<file path="config.mk">
export PLATFORM = sky130hd
export DESIGN_NAME = bram_port_arbiter
export DESIGN_NICKNAME = d
export VERILOG_FILES = /design/src/rtl/bram_port_arbiter.sv
export SDC_FILE = /design/constraint.sdc
export NUM_CORES = 1
export LEC_CHECK = 0
export ABC_CLOCK_PERIOD_IN_PS = 4350
export CORE_MARGIN = 4
export CORE_UTILIZATION = 30
export CTS_CLUSTER_DIAMETER = 60
export DETAILED_ROUTE_END_ITERATION = 16
export PLACE_DENSITY = 0.81
export SYNTH_ARGS = -nofsm -noshare
export SYNTH_HDL_FRONTEND = slang
export SYNTH_SLANG_ARGS = --single-unit
</file>
<file path="constraint.sdc">
create_clock -name clk -period 4.35 [get_ports clk]
set_input_delay 1.0875 -clock clk [delete_from_list [all_inputs] [get_ports clk]]
set_output_delay 1.0875 -clock clk [all_outputs]
set_load 0.02 [all_outputs]
</file>
<file path="src/rtl/bram_port_arbiter.sv">
// Two-requester round-robin arbiter in front of one block-RAM port, with
// write-collision stalls against the other port. Define BRAM_ARB_OUTREG_EN to use the RAM output register.
module bram_port_arbiter #(
  parameter int AddrWidth = 12,
  parameter int DataWidth = 8
) (
  input  logic                 clk,
  input  logic                 rst_n,
  input  logic                 req0_valid,
  output logic                 req0_ready,
  input  logic                 req0_we,
  input  logic [AddrWidth-1:0] req0_addr,
  input  logic [DataWidth-1:0] req0_wdata,
  input  logic                 req1_valid,
  output logic                 req1_ready,
  input  logic                 req1_we,
  input  logic [AddrWidth-1:0] req1_addr,
  input  logic [DataWidth-1:0] req1_wdata,
  output logic                 rsp0_valid,
  output logic [DataWidth-1:0] rsp0_rdata,
  output logic                 rsp1_valid,
  output logic [DataWidth-1:0] rsp1_rdata,
  output logic                 ram_en,
  output logic                 ram_we,
  output logic                 ram_regce,
  output logic [AddrWidth-1:0] ram_addr,
  output logic [DataWidth-1:0] ram_din,
  input  logic [DataWidth-1:0] ram_dout,
  input  logic [DataWidth-1:0] ram_regdout,
  input  logic                 coll_we,
  input  logic [AddrWidth-1:0] coll_addr,
  output logic [7:0]           coll_stall_cnt
);

  typedef enum logic {PRIO_REQ0, PRIO_REQ1} prio_e;

  prio_e                prio_q, prio_d;
  logic                 cand_valid, cand_sel, cand_we, collide, grant;
  logic [AddrWidth-1:0] cand_addr;
  logic [DataWidth-1:0] cand_wdata;
  logic                 s1_valid, s1_tag;
  logic                 out_valid, out_tag;
  logic [DataWidth-1:0] out_data;

  // Candidate is chosen before the collision check; a collision blocks it
  // outright rather than falling through to the other requester.
  always_comb begin
    cand_valid = req0_valid | req1_valid;
    cand_sel   = req1_valid & (~req0_valid | (prio_q == PRIO_REQ1));
    cand_we    = cand_sel ? req1_we    : req0_we;
    cand_addr  = cand_sel ? req1_addr  : req0_addr;
    cand_wdata = cand_sel ? req1_wdata : req0_wdata;
    collide    = cand_valid & coll_we & (cand_addr == coll_addr);
    grant      = cand_valid & ~collide & rst_n;
    prio_d     = prio_q;
    if (grant) prio_d = cand_sel ? PRIO_REQ0 : PRIO_REQ1;
  end

  assign req0_ready = grant & ~cand_sel;
  assign req1_ready = grant & cand_sel;
  assign ram_en     = grant;
  assign ram_we     = grant & cand_we;
  assign ram_addr   = cand_addr;
  assign ram_din    = cand_wdata;

  always_ff @(posedge clk) begin
    if (!rst_n) begin
      prio_q         <= PRIO_REQ0;
      coll_stall_cnt <= '0;
      s1_valid       <= 1'b0;
      s1_tag         <= 1'b0;
    end else begin
      prio_q   <= prio_d;
      s1_valid <= grant & ~cand_we;
      s1_tag   <= cand_sel;
      if (collide && coll_stall_cnt != 8'hFF) coll_stall_cnt <= coll_stall_cnt + 8'd1;
    end
  end

`ifdef BRAM_ARB_OUTREG_EN
  logic s2_valid, s2_tag;
  logic unused_dout;

  always_ff @(posedge clk) begin
    if (!rst_n) begin
      s2_valid <= 1'b0;
      s2_tag   <= 1'b0;
    end else begin
      s2_valid <= s1_valid;
      s2_tag   <= s1_tag;
    end
  end

  assign out_valid   = s2_valid;
  assign out_tag     = s2_tag;
  assign out_data    = ram_regdout;
  assign ram_regce   = s1_valid & rst_n;
  assign unused_dout = ^ram_dout;
`else
  logic unused_regdout;

  assign out_valid      = s1_valid;
  assign out_tag        = s1_tag;
  assign out_data       = ram_dout;
  assign ram_regce      = 1'b0;
  assign unused_regdout = ^ram_regdout;
`endif

  // Gated with rst_n so a read in flight never surfaces during the reset cycle.
  assign rsp0_valid = out_valid & ~out_tag & rst_n;
  assign rsp1_valid = out_valid & out_tag & rst_n;
  assign rsp0_rdata = rsp0_valid ? out_data : '0;
  assign rsp1_rdata = rsp1_valid ? out_data : '0;

endmodule

</file>
### Yosys cells after proc, flatten, opt, wreduce, memory -nomap -nowiden

Index checks and enable logic that the tools add are counted.
W data, S select, Z words.

| cells by class | value |
|---|---|
| add/subtract/negate cells | 1 |
| bitwise logic cells | 20 |
| equality and inequality tests | 2 |
| muxes and demuxes | 6 |
| reductions and logical operators | 1 |

Operators by type and width:

| cell | number |
|---|---|
| $mux W8 | 3 |
| $and A1 B1 Y1 | 13 |
| $eq A12 B12 Y1 | 1 |
| $mux W12 | 1 |
| $add A8 B1 Y8 const B | 1 |
| $ne A8 B8 Y1 const B | 1 |
| $not A1 Y1 | 5 |
| $mux W1 | 2 |
| $or A1 B1 Y1 | 2 |
| $logic_and A1 B1 Y1 | 1 |

| storage, ports and cells | value |
|---|---|
| register bits after elaboration | 11 |
| output and inout port bits | 51 |
| input bits | 75 |

### Longest topological paths before layout

Gate-level depths: netlist (run 1).

| logic depth | value |
|---|---|
| depth after elaboration | 10 |
| gate-level depth with buffers | 9 |
| mapped depth without buffers | 7 |

### Worst setup path after synthesis (run 1)

No wires, ideal clock.

| path | value |
|---|---|
| kind | input to output |
| from | in req1_valid |
| to | out ram_we |
| stages | 8 |
| path slack | 0.392 ns |
| required time | 3.263 ns |
| arrival | 2.870 ns |
| cell sequence | inv_2 -> a21oi_4 -> mux2_2 -> o2111ai_1 -> or3_4 -> clkbuf_1 -> o211ai_1 -> nor2_1 |

| on the way | value |
|---|---|
| cells in the longest elaborated chain, start to end | 8 |
| elaborated cells on any way between the ends | 11 |
| classes of those cells | 1 x eq/ne; 2 x mux; 8 x bitwise |

Ends and longest elaborated chain:

| item | line | RTL |
|---|---|---|
| start, declared | 14 | `input logic req1_valid,` |
| $and A1 B1 Y1 | 49 | `cand_sel = req1_valid & (~req0_valid \| (prio_q == PRIO_REQ1));` |
| $mux W12 | 51 | `cand_addr = cand_sel ? req1_addr : req0_addr;` |
| named net ram_addr[0] | 26 | `output logic [AddrWidth-1:0] ram_addr,` |
| $eq A12 B12 Y1 | 53 | `collide = cand_valid & coll_we & (cand_addr == coll_addr);` |
| $and A1 B1 Y1 | 53 |  |
| $not A1 Y1 | 54 | `grant = cand_valid & ~collide & rst_n;` |
| $and A1 B1 Y1 (2 in series) | 54 |  |
| $and A1 B1 Y1 | 62 | `assign ram_we = grant & cand_we;` |
| end, declared | 24 | `output logic ram_we,` |

The timed path passes the listed nets, and every way through them passes these cells.

### Worst setup path after layout (run 1)

| path | value |
|---|---|
| from | in coll_addr[9] |
| to | out ram_we |

| on the way | value |
|---|---|
| cells in the longest elaborated chain, start to end | 6 |

Ends and longest elaborated chain:

| item | line | RTL |
|---|---|---|
| start, declared | 31 | `input logic [AddrWidth-1:0] coll_addr,` |
| $eq A12 B12 Y1 | 53 |  |
| $and A1 B1 Y1 | 53 |  |
| $not A1 Y1 | 54 |  |
| $and A1 B1 Y1 (2 in series) | 54 |  |
| $and A1 B1 Y1 | 62 |  |

Every way passes these cells.

==> results of run 1 <==
-- placed cells by master, fill, tap and decap left out, drive strengths merged, types with 2 or more instances in the layout --
cell / instances
a2111oi: 2
a21boi: 5
a21oi: 2
and2: 19
and3: 3
buf: 32
clkbuf: 4
clkdlybuf4s50: 101
dfxtp: 11
dlygate4sd2: 2
dlymetal6s2s: 9
inv: 16
mux2i: 3
nand2: 47
nand2b: 4
nand3: 6
nand4: 2
nor2: 7
nor2b: 2
nor3: 2
o2111ai: 2
o21a: 3
o21ai: 9
o22ai: 3
o31ai: 2
or3: 3
or4b: 2
xnor2: 7
xor2: 5
-- logic make-up after synthesis --
family / count (synthesis) / synth area share, %
fa+ha+maj: 1 / 0.981
buf+inv: 24 / 7.36
compound gates: 37 / 22.2
simple gates: 101 / 40.4
flops: 11 / 17.3
xor+xnor: 12 / 8.24
mux: 4 / 3.24
other cells: 1 / 0.294
-- through the flow --
step / util (%) / setup slack (ns) / power (mW) / area, µm²
after floorplan: - / 0.392 / 0.193 / 1270
after global placement: 65.9 / -0.438 / 0.333 / 2680
after detailed placement: 65.9 / -0.448 / 0.336 / 2680
after CTS: 66.7 / 0.00201 / 0.437 / 2710
after global routing: 67.6 / 0.0000491 / 0.459 / 2740
final: 67.6 / 0.130 / 0.434 / 2740
-- final cells by class --
| cell class | count | area share [%] |
|---|---|---|
| inverters | 16 | 2.19 |
| flip-flops and latches | 11 | 8.03 |
| well taps | 50 | 2.28 |
| repair buffers | 145 | 50.6 |
| multi-input cells | 156 | 35.3 |
| clock buffers | 4 | 1.64 |
-- sequential cells by signal, summed over array words and instances (netlist names) --
signal / cells
coll_stall_cnt: 8
prio_q: 1
out_valid: 1
out_tag: 1
-- worst max-delay path by stage --
| stage | cells past startpoint | slack (ns) | end |
|---|---|---|---|
| after floorplan | 8 | 0.39 | ram_we |
| after global placement | 9 | -0.44 | ram_we |
| after detailed placement | 9 | -0.45 | ram_we |
| after CTS | 9 | 0.002 | ram_we |
| after global routing | 8 | 0.00005 | ram_we |
| final | 8 | 0.13 | ram_we |
-- worst max-delay path, cell delays in order --
cell	delay, ns
clkdlybuf4s50_1	0.45
a222oi_1	0.29
nand3_1	0.11
a221o_1	0.37
or3_4	0.38
o211ai_1	0.18
nor2_1	0.09
buf_4	0.16
-- report_power, final --
group / internal [mW] / switching [mW] / total, mW / leakage (nW)
Combinational: 0.130 / 0.0980 / 0.228 / 1.10
Clock: 0.0642 / 0.0370 / 0.101 / 0.0228
Sequential: 0.103 / 0.00106 / 0.104 / 0.0892
-- repair_timing --
item | CTS | global route
resized for setup | 19 | 15
setup endpoints to repair | 4 | 4
hold buffers | 0 | 0
pin swaps | 4 | 5
buffers inserted | 0 | 1
-- layer usage --
metal	GRT usage [%]	up-vias	share of wire, %
li1	-	935	-
met3	5.92	4	10
met4	3.07	0	0.52
met2	32.9	77	51
met1	18.2	811	38
met5	0	-	0
==> impl_metrics.ini, run 1 <==
[status]
status = finished, final reports clean

[floorplan]
core_um2 = 4060
die_h_um = 73.2
rows = 23
dieArea_um2 = 5360
initial_core_util_pct = 31.4
die_w_um = 73.2
io_pins = 126

[sta]
fin_crit_ns = 4.22
fin_crit_sh_pct = 97.0
maxSlewViolCount = 0
finalSetupViolCount = 0
tns_ns = 0
rsz0062_at_grt = false
max_freq_mhz = 237
hold_slack_ns = 0.493
final_hold_viol_count = 0
fin_worst_skew_ns = 0.000743

[synthesis]
synth_ff_type = dfxtp_1
synth_edf_count = 0
yosysMostFrequentCell = nand2_1
synth_common_cells = nand2_1, and2_1, inv_1
synth-async-reset-ratio_pct = 0
synth_seq_area_share_pct = 17.3
synth.avg_cell_area_um2 = 6.68
synth_nets = 267
yosys_warnings = 0
synth_top_area_share_pct = 17.3
syn-cell-area_um2 = 1270
ys_types = 49
ys_seq_elements = 11
yosysTopAreaCell = dfxtp_1
postSynthCellCount = 191
synth.area.top_cells = dfxtp_1, nand2_1, and2_1

[hold_path]
hold_class = reg -> reg
hold_end = coll_stall_cnt[3]$_SDFFE_PN0P_
hold_depth = 2
hp-start = coll_stall_cnt[3]$_SDFFE_PN0P_

[grt]
antenna_found_initial = 0
grt.total_usage_pct = 17.2
grt_max_degree = 17
grt_pass1_vias = 1811
grt_pass1_wl_mm = 7.49
grt_overflow_total = 0

[cells_and_area]
stdcell_count = 382
antenna_cells = 0
fillCellCount = 353
area_growth_pct = 115
fin_nets = 409
seqCellArea_um2 = 220
drive_gt1_share_pct = 14.8
multiInputGateArea_um2 = 968

[routing]
vias = 1827
first_pass_iters = 4
vias_per_cell = 4.78
wl_per_cell_um = 12.6
ant_nets = 0
drtIter0Drc = 41
wl_mm = 4.83
drc_errors = 0

[clock_network]
htree_levels = 1
clock_latency_ns = 0.24
cts.sinks = 11
clk_pin_slew_ns = 0.05
cts.path.max_buffers = 2
cts_inserted_buffers = 3
cts_tree = built
root_buffer = clkbuf_8

[place]
portBuffers = 116
hpwlAfterDp_mm = 4.18
dpl.cell_count = 377
place.gp.congestion = 0.775

[setup_path]
r2r_cells = 8
crit-reg2reg-capture = coll_stall_cnt[5]$_SDFFE_PN0P_
cp-end-kind = primary output
required_ns = 3.26
cp-start-kind = primary input
r2r_setup_slack_ns = 1.81
path_class = in -> out
r2r-start = prio_q$_SDFFE_PN0P_
arrival_ns = 3.13
cp_max_fo = 4
critPathLaunch = coll_addr[9]

[pwr]
leakage_nw = 1.21
powerDensity_nw_per_um2 = 158
irDropWorstVdd_uv = 80.4

[flow_run]
timing.max_cap.violations = 0
No activity file was read; power rests on OpenSTA's default activity.
==> run 2, diff against run 1 <==
--- a/config.mk
+++ b/config.mk
@@ -6,11 +6,13 @@
 export NUM_CORES = 1
 export LEC_CHECK = 0
 export ABC_CLOCK_PERIOD_IN_PS = 4350
+export CELL_PAD_IN_SITES_DETAIL_PLACEMENT = 0
+export CELL_PAD_IN_SITES_GLOBAL_PLACEMENT = 2
 export CORE_MARGIN = 4
-export CORE_UTILIZATION = 30
+export CORE_UTILIZATION = 13
 export CTS_CLUSTER_DIAMETER = 60
 export DETAILED_ROUTE_END_ITERATION = 16
-export PLACE_DENSITY = 0.81
+export PLACE_DENSITY = 0.79
 export SYNTH_ARGS = -nofsm -noshare
 export SYNTH_HDL_FRONTEND = slang
 export SYNTH_SLANG_ARGS = --single-unit
==> impl_metrics.ini, run 2 (synthesized netlist as in run 1, its figures left out) <==
[routing]
wl_mm = 5.64
drtIter0Drc = 32
wl_per_cell_um = 12.2
first_pass_iters = 4
ant_nets = 0
drc_errors = 0
vias = 1805
vias_per_cell = 3.89

[floorplan]
core_um2 = 9370
rows = 35
initial_core_util_pct = 13.6
die_h_um = 107
dieArea_um2 = 11500
io_pins = 126
die_w_um = 107

[setup_path]
r2r_cells = 9
required_ns = 3.26
path_class = in -> out
arrival_ns = 3.12
cp_max_fo = 2
cp-end-kind = primary output
cp-start-kind = primary input

[place]
hpwlAfterDp_mm = 4.98
portBuffers = 116
place.gp.congestion = 0.746
dp_slack_ns = -0.551

[sta]
final_hold_viol_count = 0
fin_crit_ns = 4.21
max_freq_mhz = 238
rsz0062_at_grt = false
maxSlewViolCount = 0
setup_ws_ns = 0.142
fin_crit_sh_pct = 96.7
fin_worst_skew_ns = 0.00162
finalSetupViolCount = 0

[grt]
grt.total_usage_pct = 9.20
grt_max_degree = 23
grt_overflow_total = 0
antenna_found_initial = 0
grt_pass1_vias = 1816
grt_pass1_wl_mm = 8.64

[hold_path]
hold_depth = 2
hold_class = reg -> reg

[pwr]
leakage_nw = 1.22
powerDensity_nw_per_um2 = 153
total_power_uw = 438
irDropWorstVdd_uv = 74.0

[status]
status = finished, final reports clean

[clock_network]
clock_latency_ns = 0.24
cts.path.max_buffers = 2
htree_levels = 1
root_buffer = clkbuf_8
cts_tree = built
clk_pin_slew_ns = 0.05
cts_inserted_buffers = 3
cts.sinks = 11

[flow_run]
timing.max_cap.violations = 0

[cells_and_area]
largest_reg_flops = 8
final_cell_mix = clkdlybuf4s50_1, nand2_1, buf_4
area_growth_pct = 125
largest-register = coll_stall_cnt
layout_commonest_cell = clkdlybuf4s50_1
fin_nets = 412
drive_gt1_share_pct = 15.8
antenna_cells = 0
-- run 2: cell count changes in the layout (fill, tap and decap cells not counted), sizes merged --
cell	change
buf	+4
clkdlybuf4s15	-1
dlygate4sd2	+1
dlymetal6s2s	-1
-- run 2: per-layer routing --
| metal | part of all wire [%] | routed length [µm] | GRT usage, % | vias up |
|---|---|---|---|---|
| met5 | 0 | 0 | 0 | - |
| li1 | - | - | - | 939 |
| met2 | 47 | 2650 | 16.2 | 90 |
| met3 | 12 | 694 | 4.33 | 2 |
| met1 | 40 | 2280 | 10.3 | 774 |
| met4 | 0.23 | 13 | 1.10 | 0 |
-- run 2: path summary, 6_finish.rpt --
kind | start | end | slack, ns
hold reg to reg | coll_stall_cnt[3]$_SDFFE_PN0P_ | coll_stall_cnt[3]$_SDFFE_PN0P_ | 0.49
setup / recovery | req1_addr[6] | req1_ready | 0.14
setup reg to reg | prio_q$_SDFFE_PN0P_ | coll_stall_cnt[6]$_SDFFE_PN0P_ | 1.67
hold / removal | coll_stall_cnt[3]$_SDFFE_PN0P_ | coll_stall_cnt[3]$_SDFFE_PN0P_ | 0.49
-- run 2: worst max-delay path, cell delays in order --
cell and delay [ns]:
clkdlybuf4s50_1 0.44, xor2_1 0.19, a21oi_2 0.11, nand4_1 0.09, a221o_1 0.35, or3_4 0.40, buf_4 0.14, and2_1 0.14
buf_2 0.16
-- run 2: layout make-up --
cell class / count / area (µm²)
fillers: 1060 / 6510
repair buffers: 148 / 1410
multi-input cells: 156 / 971
flip-flops and latches: 11 / 220
well taps: 129 / 161
inverters: 16 / 60.1
clock buffers: 4 / 45.0
-- run 2: power by group --
part           internal, mW  switching [mW]
sequential            0.103         0.00101
combinational         0.131          0.0993
clock                0.0645          0.0396
total                 0.298           0.140
-- run 2: metrics by stage --
step,instances,utilization [%],cell area [µm²],hold WS (ns),TNS (ns)
finish,464,30.6,2860,0.493,0
global route,464,30.6,2860,0.524,0
CTS,463,30.2,2830,0.499,0
detailed placement,458,29.8,2790,0.489,-2.14
global placement,458,29.8,2790,0.482,-2.07
floorplan,191,-,1270,0.558,0
-- run 2: repair_timing --
item	CTS	global route
pin swaps	5	5
hold buffers	0	0
gates resized for setup	23	14
endpoints found under the setup margin	4	4
buffers inserted	1	1
